File: src/rtl/bottleneck_arbiter.sv
// Fair two-master (I fetch / D data) arbiter in front of the bottleneck master port; grant is registered (1 cycle from cyc to bus),
// owner signals pass through combinationally, and a watchdog aborts an owner that strobes without ever getting an ack.
module bottleneck_arbiter #(
  parameter int TO_BITS = 8,
  parameter int TIMEOUT = 200
) (
  input  logic        clk_i,
  input  logic        reset_i,
  input  logic [63:0] i_adr_i,
  input  logic [1:0]  i_siz_i,
  input  logic        i_cyc_i,
  input  logic        i_stb_i,
  output logic        i_ack_o,
  output logic        i_err_align_o,
  output logic        i_err_timeout_o,
  output logic [63:0] i_dat_o,
  input  logic [63:0] d_adr_i,
  input  logic [63:0] d_dat_i,
  input  logic [1:0]  d_siz_i,
  input  logic        d_cyc_i,
  input  logic        d_stb_i,
  input  logic        d_we_i,
  input  logic        d_signed_i,
  output logic        d_ack_o,
  output logic        d_err_align_o,
  output logic        d_err_timeout_o,
  output logic [63:0] d_dat_o,
  output logic [63:0] b_adr_o,
  output logic [63:0] b_dat_o,
  output logic [1:0]  b_siz_o,
  output logic        b_cyc_o,
  output logic        b_stb_o,
  output logic        b_we_o,
  output logic        b_signed_o,
  input  logic        b_ack_i,
  input  logic        b_err_align_i,
  input  logic [63:0] b_dat_i,
  output logic [1:0]  grant_o
);

  typedef enum logic [1:0] {
    ST_IDLE  = 2'd0,
    ST_OWN_I = 2'd1,
    ST_OWN_D = 2'd2
  } state_t;

  state_t             r_state, w_state_nxt;
  logic               r_last_d, w_last_d_nxt;
  logic               r_abort, w_abort_nxt;
  logic [TO_BITS-1:0] r_wd, w_wd_nxt;

  logic w_own_i, w_own_d, w_own_cyc, w_own_stb, w_stall, w_timeout;

  assign w_own_i   = (r_state == ST_OWN_I);
  assign w_own_d   = (r_state == ST_OWN_D);
  assign w_own_cyc = (w_own_i & i_cyc_i) | (w_own_d & d_cyc_i);
  assign w_own_stb = (w_own_i & i_stb_i) | (w_own_d & d_stb_i);
  assign w_stall   = w_own_stb & ~b_ack_i & ~r_abort;

  // The limit cycle is itself a stalled cycle, so an ack arriving in it suppresses the abort.
  generate
    if (TIMEOUT == 0) begin : g_wd_off
      assign w_timeout = 1'b0;
    end else begin : g_wd_on
      localparam logic [TO_BITS-1:0] LP_LIM = TO_BITS'(TIMEOUT - 1);
      assign w_timeout = w_stall && (r_wd == LP_LIM);
    end
  endgenerate

  always_ff @(posedge clk_i or negedge reset_i) begin
    if (!reset_i) begin
      r_state  <= ST_IDLE;
      r_last_d <= 1'b0;
      r_abort  <= 1'b0;
      r_wd     <= '0;
    end else begin
      r_state  <= w_state_nxt;
      r_last_d <= w_last_d_nxt;
      r_abort  <= w_abort_nxt;
      r_wd     <= w_wd_nxt;
    end
  end

  always_comb begin
    w_state_nxt  = r_state;
    w_last_d_nxt = r_last_d;
    w_abort_nxt  = r_abort;
    w_wd_nxt     = r_wd;

    case (r_state)
      ST_IDLE: begin
        if (d_cyc_i && (!i_cyc_i || !r_last_d)) begin
          w_state_nxt = ST_OWN_D;
        end else if (i_cyc_i) begin
          w_state_nxt = ST_OWN_I;
        end
      end
      ST_OWN_I: begin
        if (!i_cyc_i) w_state_nxt = d_cyc_i ? ST_OWN_D : ST_IDLE;
      end
      ST_OWN_D: begin
        if (!d_cyc_i) w_state_nxt = i_cyc_i ? ST_OWN_I : ST_IDLE;
      end
      default: w_state_nxt = ST_IDLE;
    endcase

    if (w_state_nxt == ST_OWN_D && r_state != ST_OWN_D) w_last_d_nxt = 1'b1;
    if (w_state_nxt == ST_OWN_I && r_state != ST_OWN_I) w_last_d_nxt = 1'b0;

    if (w_state_nxt != r_state || b_ack_i || w_timeout) begin
      w_wd_nxt = '0;
    end else if (w_stall) begin
      w_wd_nxt = r_wd + 1'b1;
    end

    // Abort persists until the owner gives up the cycle, then normal release takes over.
    if (!w_own_cyc) begin
      w_abort_nxt = 1'b0;
    end else if (w_timeout) begin
      w_abort_nxt = 1'b1;
    end
  end

  always_comb begin
    b_adr_o         = '0;
    b_dat_o         = '0;
    b_siz_o         = '0;
    b_cyc_o         = 1'b0;
    b_stb_o         = 1'b0;
    b_we_o          = 1'b0;
    b_signed_o      = 1'b0;
    i_ack_o         = 1'b0;
    i_err_align_o   = 1'b0;
    i_err_timeout_o = 1'b0;
    i_dat_o         = '0;
    d_ack_o         = 1'b0;
    d_err_align_o   = 1'b0;
    d_err_timeout_o = 1'b0;
    d_dat_o         = '0;
    grant_o         = {w_own_d, w_own_i};

    if (w_own_i) begin
      b_adr_o         = i_adr_i;
      b_siz_o         = i_siz_i;
      b_cyc_o         = i_cyc_i & ~r_abort;
      b_stb_o         = i_stb_i & ~r_abort;
      i_ack_o         = b_ack_i;
      i_err_align_o   = b_err_align_i;
      i_err_timeout_o = w_timeout;
      i_dat_o         = b_dat_i;
    end else if (w_own_d) begin
      b_adr_o         = d_adr_i;
      b_dat_o         = d_dat_i;
      b_siz_o         = d_siz_i;
      b_cyc_o         = d_cyc_i & ~r_abort;
      b_stb_o         = d_stb_i & ~r_abort;
      b_we_o          = d_we_i;
      b_signed_o      = d_signed_i;
      d_ack_o         = b_ack_i;
      d_err_align_o   = b_err_align_i;
      d_err_timeout_o = w_timeout;
      d_dat_o         = b_dat_i;
    end
  end

endmodule

File: config.mk
export PLATFORM = sky130hd
export DESIGN_NAME = bottleneck_arbiter
export DESIGN_NICKNAME = d
export VERILOG_FILES = /design/src/rtl/bottleneck_arbiter.sv
export SDC_FILE = /design/constraint.sdc
export NUM_CORES = 1
export LEC_CHECK = 0
export CAP_MARGIN = 15
export CORE_AREA = 2 2 209 211
export CTS_CLUSTER_DIAMETER = 200
export DETAILED_ROUTE_END_ITERATION = 16
export DIE_AREA = 0 0 211 213
export SYNTH_ARGS = -nofsm -noshare
export SYNTH_HDL_FRONTEND = slang
export SYNTH_SLANG_ARGS = --single-unit
File: constraint.sdc
create_clock -name clk_i -period 3.9 [get_ports clk_i]
set_input_delay 0.585 -clock clk_i [delete_from_list [all_inputs] [get_ports clk_i]]
set_output_delay 0.585 -clock clk_i [all_outputs]
set_load 0.05 [all_outputs]
# Word-level counts from Yosys, hierarchy flattened

Cells that the tools add are included.

Add/sub/neg operators: 1
Eq/ne operators: 9
Muxes and demuxes: 39
Bitwise gates (word level): 14
Reduce and logical (&&, ||, !) cells: 12

Operators with widths:

| kind                                                | number |
|---|---|
| 2-to-1 mux 64 bit                                   | 7 |
| 2-to-1 mux 1 bit                                    | 22 |
| 2-to-1 mux 8 bit                                    | 2 |
| 2-to-1 mux 2 bit                                    | 7 |
| AND 1 bit                                           | 10 |
| adder 8 x 1 -> 8 bit, second input constant         | 1 |
| equality test 8 bit, second input constant          | 1 |
| case mux 2 bit (3 select lines)                     | 1 |
| equality test 2 x 1 -> 1 bit, second input constant | 2 |
| equality test 2 bit, second input constant          | 2 |
| logical AND 1 bit                                   | 4 |
| != test 2 x 1 -> 1 bit, second input constant       | 2 |
| nonzero test 2 bit                                  | 2 |
| logical OR 1 bit                                    | 3 |
| logical NOT 1 bit                                   | 2 |
| logical NOT 2 bit                                   | 1 |
| != test 2 bit                                       | 1 |
| != test 2 bit, second input constant                | 1 |
| inverter 1 bit                                      | 2 |
| bitwise OR 1 bit                                    | 2 |

Flip-flop bits (word level): 12
Input bits: 270
Output and inout bits: 270
Word-level logic and storage cells: 79

# Longest topological paths before layout

Gate-level depths: netlist of the first run.

Depth after elaboration: 9
Depth in mapped cells: 6
Depth with buffers taken out: 5

# Least setup slack after synthesis of the first run

Ideal clock, no wire load.

Kind: input to output
Start point: in b_ack_i
End point: out d_err_timeout_o
Arrival time: 2,409 ps
Required time: 3,315 ps
Slack: 906 ps
Stages on the path: 3
Buffers on the path: 0
Cell sequence: nor4bb_1 > o2111ai_4 > nor3b_1

Longest elaborated chain between the ends: 6

RTL lines:

| what                   | RTL line | text |
|---|---|---|
| from (decl)            | 35       | `input logic b_ack_i,` |
| inverter 1 bit         | 58       | `assign w_stall = w_own_stb & ~b_ack_i & ~r_abort;` |
| AND 1 bit (2 in a row) | 58       |  |
| logical AND 1 bit      | 66       | `assign w_timeout = w_stall && (r_wd == LP_LIM);` |
| 2-to-1 mux 1 bit       | 151      | `end else if (w_own_d) begin` |
| 2-to-1 mux 1 bit       | 142      | `if (w_own_i) begin` |
| to (decl)              | 26       | `output logic d_err_timeout_o,` |

No other way between the ends.

# Worst setup path after layout of the first run

Start point: reg r_state[0]
End point: out b_adr_o[17]

Longest elaborated chain between the ends: 3
Elaborated cells on any way between the ends: 4
Those cells by class: eq/ne (2); mux (2)

RTL lines:

| what                   | RTL line | text |
|---|---|---|
| from (decl)            | 47       | `state_t r_state, w_state_nxt;` |
| from (signal assigned) | 77       | `r_state <= w_state_nxt;` |
| equality test 2 bit    | 55       | `assign w_own_d = (r_state == ST_OWN_D);` |
| 2-to-1 mux 64 bit      | 151      |  |
| 2-to-1 mux 64 bit (*)  | 142      |  |
| to (decl)              | 28       | `output logic [63:0] b_adr_o,` |

Mark *: on every way between the ends. The rest lies on a longest branch, timed or not.

==> summary.txt, run 1 <==
Logic synthesis
  – Instance count of the mapped netlist: 379
  – Main combinational cell family by area after synthesis: simple AND/OR/NAND/NOR gates
  – Count of unique library cells instantiated by Yosys: 37
  – Synth Area in Simple Gates: 0.528
  – Sequential share of the synthesized area: 0.110
  – Multiplexer share of the synthesized area: 0
  – Share of the synthesized netlist area taken by xor and xnor gates: 0.0193
  – Number of enable flip-flop cells after synthesis: 0
  – Total of warnings raised by yosys: 0
  – Post-Synthesis Mean Instance Area: 7.19 um^2
  – FF+latch count, synth: 12
  – FFs w/ async S/R, synth: 1.00
  – Main synth FF type: sky130_fd_sc_hd__dfrtp_1
  – Area share of fa/ha/maj cells after synthesis: 0.00459
  – Netlist Area Pre-Place: 2720 um^2
  – Mapped Nets: 650
  – Compound-Gate Fraction of Synth Area: 0.263

Final layout
  – Filler Cells Inserted: 4749
  – Layout cell share with drive strength beyond 1: 0.0305
  – Most common cell after layout, fill and taps aside: sky130_fd_sc_hd__clkdlybuf4s50_1
  – Leading cell types in the layout, fill and taps excluded: 529 x sky130_fd_sc_hd__clkdlybuf4s50_1, 203 x sky130_fd_sc_hd__and2_1, 66 x sky130_fd_sc_hd__a22o_1
  – Layout overhead on the synthesized area: 223%
  – Nets@finish: 1157
  – Final instance area: 8790 um^2

Worst hold path
  – Worst hold path stage count: 1
  – Source of the worst hold timing path: r_last_d
  – Hold WC Path Type: register to register
  – Hold Path Sink: r_last_d

Timing
  – Setup Viol. Count Final: 0
  – Transition time at the pin with the least slew margin: 0.630 ns
  – Setup repair after global routing missed its margin: false
  – Worst Hold Margin: 0.544 ns
  – Fmax achieved: 309 MHz
  – Final hold vios: 0
  – Clock tree skew after final layout: 0.00230 ns
  – Number of max-slew violations in the final report: 0
  – Headroom to the max-slew limit: 0.579
  – Worst path setup slack after routing: 0.666 ns
  – Sum of negative setup slack: 0 ns
  – Post-route clock period utilization: 0.829
  – Final critical path time including I/O delays and setup: 3.23 ns

Job
  – Max-cap violation count: 0

Route
  – Via count: 4776
  – First-pass DRT Iterations: 4
  – WL/cell: 17.9 um
  – Via density: 3.33
  – Number of design-rule violations left by the first detailed-router iteration: 165
  – Antenna violation net count after detailed routing: 0
  – Sum of routed wire length over all layers: 25700 um
  – Detailed-route DRC error count: 0

Clocking
  – Clock transition at the registers of the reported paths: 0.04 ns
  – Clock Path Buffers: 2
  – Post-CTS setup repair buffer count: 0
  – Number of clock sinks seen by CTS: 12
  – Clock Tree Root: sky130_fd_sc_hd__clkbuf_16
  – Hold bufs inserted after CTS: 0
  – Clock tree from TritonCTS: built
  – Clk_lat worst skew: 0.24 ns
  – H-tree Lvls: 1
  – Number of buffers created by CTS: 3
  – Cells resized by post-CTS repair: 0

Global routing
  – Via count of the first global-routing pass: 4602
  – Overall fraction of global-route tracks in use: 0.102
  – Global-route wire length before repair: 33300 um
  – Gr ovfl total: 0
  – Antenna violations before repair: 12
  – Largest net degree at the start of global routing: 103

Pwr
  – Leakage power: 3.22 nW
  – Peak VDD IR: 0.176 mV
  – Cell area power density: 308 nW/um^2

Setup path
  – Classification of the worst setup path: register to primary output
  – Critical path endpoint category: primary output
  – Endpoint required time on the critical path: 3.31 ns
  – R2R Setup Slk: 2.17 ns
  – Data arrival time of the worst path: 2.65 ns
  – FF-to-FF End: r_wd[5]
  – Source of the worst register-to-register timing path: r_state[1]
  – Crit. Startpoint: r_state[0]
  – Peak fanout along the critical path: 102
  – Worst Setup Start Kind: register
  – Reg2reg path depth: 5

Floorplanning
  – Die Footprint: 44900 um^2
  – Initial core utilization: 0.0638
  – Floorplan core area: 42700 um^2
  – Number of top-level pins: 540
  – Cell row count: 76
  – Vertical extent of the die: 213 um
  – Overall die width: 211 um

Outcome
  – Result of the run: completed

Placement
  – Final estimated routing congestion in global placement: 0.873
  – Half-perimeter wire length after placement: 22700 um
  – Number of port buffers: 539
  – Place WS: 0.881 ns
  – Post-Place Cell Area: 8700 um^2
## synth_stat cells (3+ instances only)
cell | number | area (um^2)
sky130_fd_sc_hd__and2_1 | 203 | 1270
sky130_fd_sc_hd__a22o_1 | 66 | 578
sky130_fd_sc_hd__clkbuf_1 | 26 | 97.6
sky130_fd_sc_hd__buf_2 | 13 | 65.1
sky130_fd_sc_hd__dfrtp_1 | 12 | 300
sky130_fd_sc_hd__nor2_1 | 10 | 37.5
sky130_fd_sc_hd__xor2_1 | 5 | 43.8
sky130_fd_sc_hd__o21ai_0 | 4 | 20.0
sky130_fd_sc_hd__inv_1 | 3 | 11.3
## power by group
| part | switching, mW | total (mW) | internal (mW) |
|---|---|---|---|
| combinational | 1.46 | 2.35 | 0.896 |
| clock | 0.0534 | 0.208 | 0.155 |
| sequential | 0.0122 | 0.143 | 0.131 |
| total | 1.52 | 2.70 | 1.18 |
## cell type report
cell class	count	area, um^2	area share
Inverter	3	11.3	0.00128
Sequential cell	12	300	0.0342
Antenna cell	2	5.00	0.000569
Timing Repair Buffer	545	5480	0.623
Tap cell	546	683	0.0777
Multi-Input combinational cell	321	2220	0.253
Clock buffer	4	88.8	0.0101
## layer usage
layer  global-route usage  share of wire
met1                0.132           0.43
met2                0.182           0.49
met3               0.0175          0.072
met4               0.0112          0.011
met5                    0         0.0012
## sequential cells by signal, indices dropped and copies added, names as in the netlist
name      cells
r_state       2
r_last_d      1
r_wd          8
r_abort       1
## worst max path at each step
stage / to / slack [ns] / cells after the start
global placement: d_err_timeout_o / 0.80 / 5
CTS: b_adr_o[17] / 0.69 / 4
finish: b_adr_o[17] / 0.67 / 4
global route: b_adr_o[17] / 0.58 / 4
detailed placement: d_err_timeout_o / 0.88 / 5
floorplan: d_err_timeout_o / 0.91 / 3
## worst max-delay path: stages, from the launching register on
cell                              delay [ns]
sky130_fd_sc_hd__dfrtp_1                0.49
sky130_fd_sc_hd__and2b_4                0.43
sky130_fd_sc_hd__buf_12                 0.29
sky130_fd_sc_hd__a22o_1                 0.20
sky130_fd_sc_hd__clkdlybuf4s50_1        0.87
## kinds of logic (layout without fill, tap and decap cells)
logic type                 count (synthesis)  in the layout
xor gates and xnor gates                   6              6
DFF                                       12             12
AOI/OAI and AO/OA                         83             83
adders and majority gates                  1              1
other                                      0              2
buffers and inverters                     46            552
and+or+nand+nor                          231            231
## through the flow
stage | power [mW] | util | instances
3_5_place_dp | 2.51 | 0.204 | 1427
4_1_cts | 2.73 | 0.206 | 1431
5_1_grt | 2.81 | 0.206 | 1432
3_3_place_gp | 2.51 | 0.204 | 1427
2_1_floorplan | 1.56 | - | 379
6_report | 2.70 | 0.206 | 1433
Power figures use the tool's default switching activity.
==> inputs of run 2 (changes only) <==
--- a/config.mk
+++ b/config.mk
@@ -6,10 +6,10 @@
 export NUM_CORES = 1
 export LEC_CHECK = 0
 export CAP_MARGIN = 15
-export CORE_AREA = 2 2 209 211
+export CORE_AREA = 2 2 208 210
 export CTS_CLUSTER_DIAMETER = 200
 export DETAILED_ROUTE_END_ITERATION = 16
-export DIE_AREA = 0 0 211 213
+export DIE_AREA = 0 0 210 212
 export SYNTH_ARGS = -nofsm -noshare
 export SYNTH_HDL_FRONTEND = slang
 export SYNTH_SLANG_ARGS = --single-unit
==> constraint.sdc (replaced) <==
create_clock -name clk_i -period 3.3 [get_ports clk_i]
set_input_delay 0.495 -clock clk_i [delete_from_list [all_inputs] [get_ports clk_i]]
set_output_delay 0.495 -clock clk_i [all_outputs]
set_load 0.05 [all_outputs]
==> run 2 against run 1 <==
Against the previous run:
- non-clock buffer count grew 4
- largest cell class unchanged
- register-to-register slack lost 0.92 ns
- die area shrank 0.94%
==> summary.txt, run 2 (synthesized netlist as in run 1, its figures left out) <==
Setup path
  – Worst Setup Start Kind: register
  – Peak fanout along the critical path: 28 (-73%)
  – Classification of the worst setup path: register to primary output
  – Critical path endpoint category: primary output
  – Data arrival time of the worst path: 2.55 ns (-0.10 ns)
  – Endpoint required time on the critical path: 2.80 ns (-0.51 ns)

Placement
  – Number of port buffers: 539 (unchanged)
  – Half-perimeter wire length after placement: 19700 um (-13%)
  – Final estimated routing congestion in global placement: 0.879 (+0.76%)
  – Place WS: 0.465 ns (-0.416 ns)

Pwr
  – Fraction of power spent switching nets: 0.579 (+0.0161)
  – Proportion of power drawn by combinational gates: 0.878 (+0.008)
  – Peak VDD IR: 0.211 mV (+20%)
  – Power, Total: 3.13 mW (+16%)
  – Clock network fraction of design power: 0.068 (-0.009)
  – Leakage power: 3.52 nW (+9.2%)
  – Net Switching: 1.81 mW (+19%)
  – Cell area power density: 370 nW/um^2 (+20%)
  – Pint: 1.32 mW (+11%)
  – Portion of total power attributed to sequential cells: 0.054 (about the same)

Clocking
  – Clk_lat worst skew: 0.24 ns (about the same)
  – Clock tree from TritonCTS: built
  – Number of buffers created by CTS: 3 (unchanged)
  – Hold bufs inserted after CTS: 0 (unchanged)
  – Clock Tree Root: sky130_fd_sc_hd__clkbuf_16
  – H-tree Lvls: 1 (unchanged)
  – Post-CTS setup repair buffer count: 0 (unchanged)
  – Number of clock sinks seen by CTS: 12 (unchanged)
  – Cells resized by post-CTS repair: 0 (unchanged)
  – Clock transition at the registers of the reported paths: 0.04 ns (about the same)
  – Clock Path Buffers: 2 (unchanged)

Route
  – Antenna violation net count after detailed routing: 0 (unchanged)
  – WL/cell: 15.8 um (-12%)
  – Number of design-rule violations left by the first detailed-router iteration: 166 (+0.61%)
  – Via density: 3.27 (-1.9%)
  – Via count: 4695 (-1.7%)
  – Sum of routed wire length over all layers: 22700 um (-12%)
  – Detailed-route DRC error count: 0 (unchanged)
  – First-pass DRT Iterations: 4 (unchanged)

Timing
  – Transition time at the pin with the least slew margin: 0.617 ns (-0.0129 ns)
  – Final critical path time including I/O delays and setup: 3.05 ns
  – Post-route clock period utilization: 0.924
  – Final hold vios: 0 (unchanged)
  – Fmax achieved: 328 MHz
  – Number of max-slew violations in the final report: 0 (unchanged)
  – Worst path setup slack after routing: 0.252 ns (-0.414 ns)
  – Sum of negative setup slack: 0 ns (unchanged)
  – Setup Viol. Count Final: 0 (unchanged)
  – Setup repair after global routing missed its margin: false
  – Headroom to the max-slew limit: 0.583 (+0.00430)
  – Clock tree skew after final layout: 0.00318 ns (+0.000879 ns)

Floorplanning
  – Initial core utilization: 0.0641 (+0.000285)
  – Overall die width: 210 um (-0.47%)
  – Floorplan core area: 42500 um^2 (-0.45%)
  – Vertical extent of the die: 212 um (-0.47%)
  – Die Footprint: 44500 um^2 (-0.94%)
  – Cell row count: 76 (unchanged)
  – Number of top-level pins: 540 (unchanged)

Global routing
  – Overall fraction of global-route tracks in use: 0.0902 (-0.0118)
  – Global-route wire length before repair: 30100 um (-9.6%)
  – Largest net degree at the start of global routing: 121 (+17%)
  – Antenna violations before repair: 6 (-6)
  – Gr ovfl total: 0 (unchanged)
  – Via count of the first global-routing pass: 4466 (-3.0%)

Final layout
  – Leading cell types in the layout, fill and taps excluded: 372 x sky130_fd_sc_hd__clkdlybuf4s50_1, 203 x sky130_fd_sc_hd__and2_1, 168 x sky130_fd_sc_hd__buf_4
  – Layout cell share with drive strength beyond 1: 0.211 (+0.180)
  – Leading registers by flop count: r_wd: 8 flops, r_state: 2 flops
  – Register name with the most flops: r_wd
  – Nets@finish: 1161 (+0.35%)
  – Layout overhead on the synthesized area: 211%
  – Max FFs per register: 8 (unchanged)
  – Filler Cells Inserted: 4704 (-0.95%)
  – Most common cell after layout, fill and taps aside: sky130_fd_sc_hd__clkdlybuf4s50_1

Worst hold path
  – Hold WC Path Type: register to register

Outcome
  – Result of the run: completed

Job
  – Max-cap violation count: 0 (unchanged)
[run 2: cell types whose count changed in the layout (fill, tap and decap cells not counted)]
| cell | before | now |
|---|---|---|
| sky130_fd_sc_hd__buf_4 | 11 | 168 |
| sky130_fd_sc_hd__clkdlybuf4s50_1 | 529 | 372 |
| sky130_fd_sc_hd__clkbuf_8 | 1 | 0 |
| sky130_fd_sc_hd__buf_12 | 5 | 9 |
[run 2: area by class of cell]
cell class                      count  area (um^2)  area share
Timing Repair Buffer              549         5160       0.610
Multi-Input combinational cell    321         2220       0.263
Tap cell                          546          683      0.0807
Sequential cell                    12          300      0.0355
Clock buffer                        3         75.1     0.00887
Inverter                            3         11.3     0.00133
Antenna cell                        2         5.00    0.000591
[run 2: power by group through the flow]
stage                     registers, mW  clock network (mW)  logic [mW]
after detailed placement          0.171                   0        2.77
after global routing              0.172               0.227        2.86
after floorplan                   0.162                   0        1.69
after CTS                         0.169               0.217        2.78
final                             0.169               0.214        2.75
after global placement            0.171                   0        2.76
[run 2: per-layer routing]
layer / track usage / share of wire
met5: 0 / 0.00093
met4: 0.00709 / 0.0026
met3: 0.0241 / 0.089
met2: 0.154 / 0.49
met1: 0.118 / 0.42
[run 2: path summary, 6_finish.rpt]
path                            start           to  slack [ns]  depth (start not counted)
setup / recovery           r_state[0]  d_dat_o[17]        0.25                          4
hold / removal                r_wd[7]      r_wd[7]        0.53                          2
setup reg to reg           r_state[1]      r_wd[5]        1.25                          5
hold reg to reg               r_wd[7]      r_wd[7]        0.53                          2
max in group asynchronous     reset_i      r_wd[2]        2.32                          1
min in group asynchronous     reset_i      r_wd[1]        0.62                          1
[run 2: worst max-delay path, cell delays in order, from the launching register on]
cell                              delay [ns]
sky130_fd_sc_hd__dfrtp_1                0.49
sky130_fd_sc_hd__and2b_4                0.58
sky130_fd_sc_hd__buf_12                 0.22
sky130_fd_sc_hd__and2_1                 0.19
sky130_fd_sc_hd__clkdlybuf4s50_1        0.82
[run 2: per-stage QoR]
step           area (um^2)  hold WS (ns)  utilization  instances
2_1_floorplan         2720         0.199            -        379
3_3_place_gp          8380         0.530        0.197       1431
3_5_place_dp          8380         0.526        0.197       1431
4_1_cts               8460         0.538        0.199       1434
5_1_grt               8460         0.554        0.199       1434
6_report              8460         0.530        0.199       1436
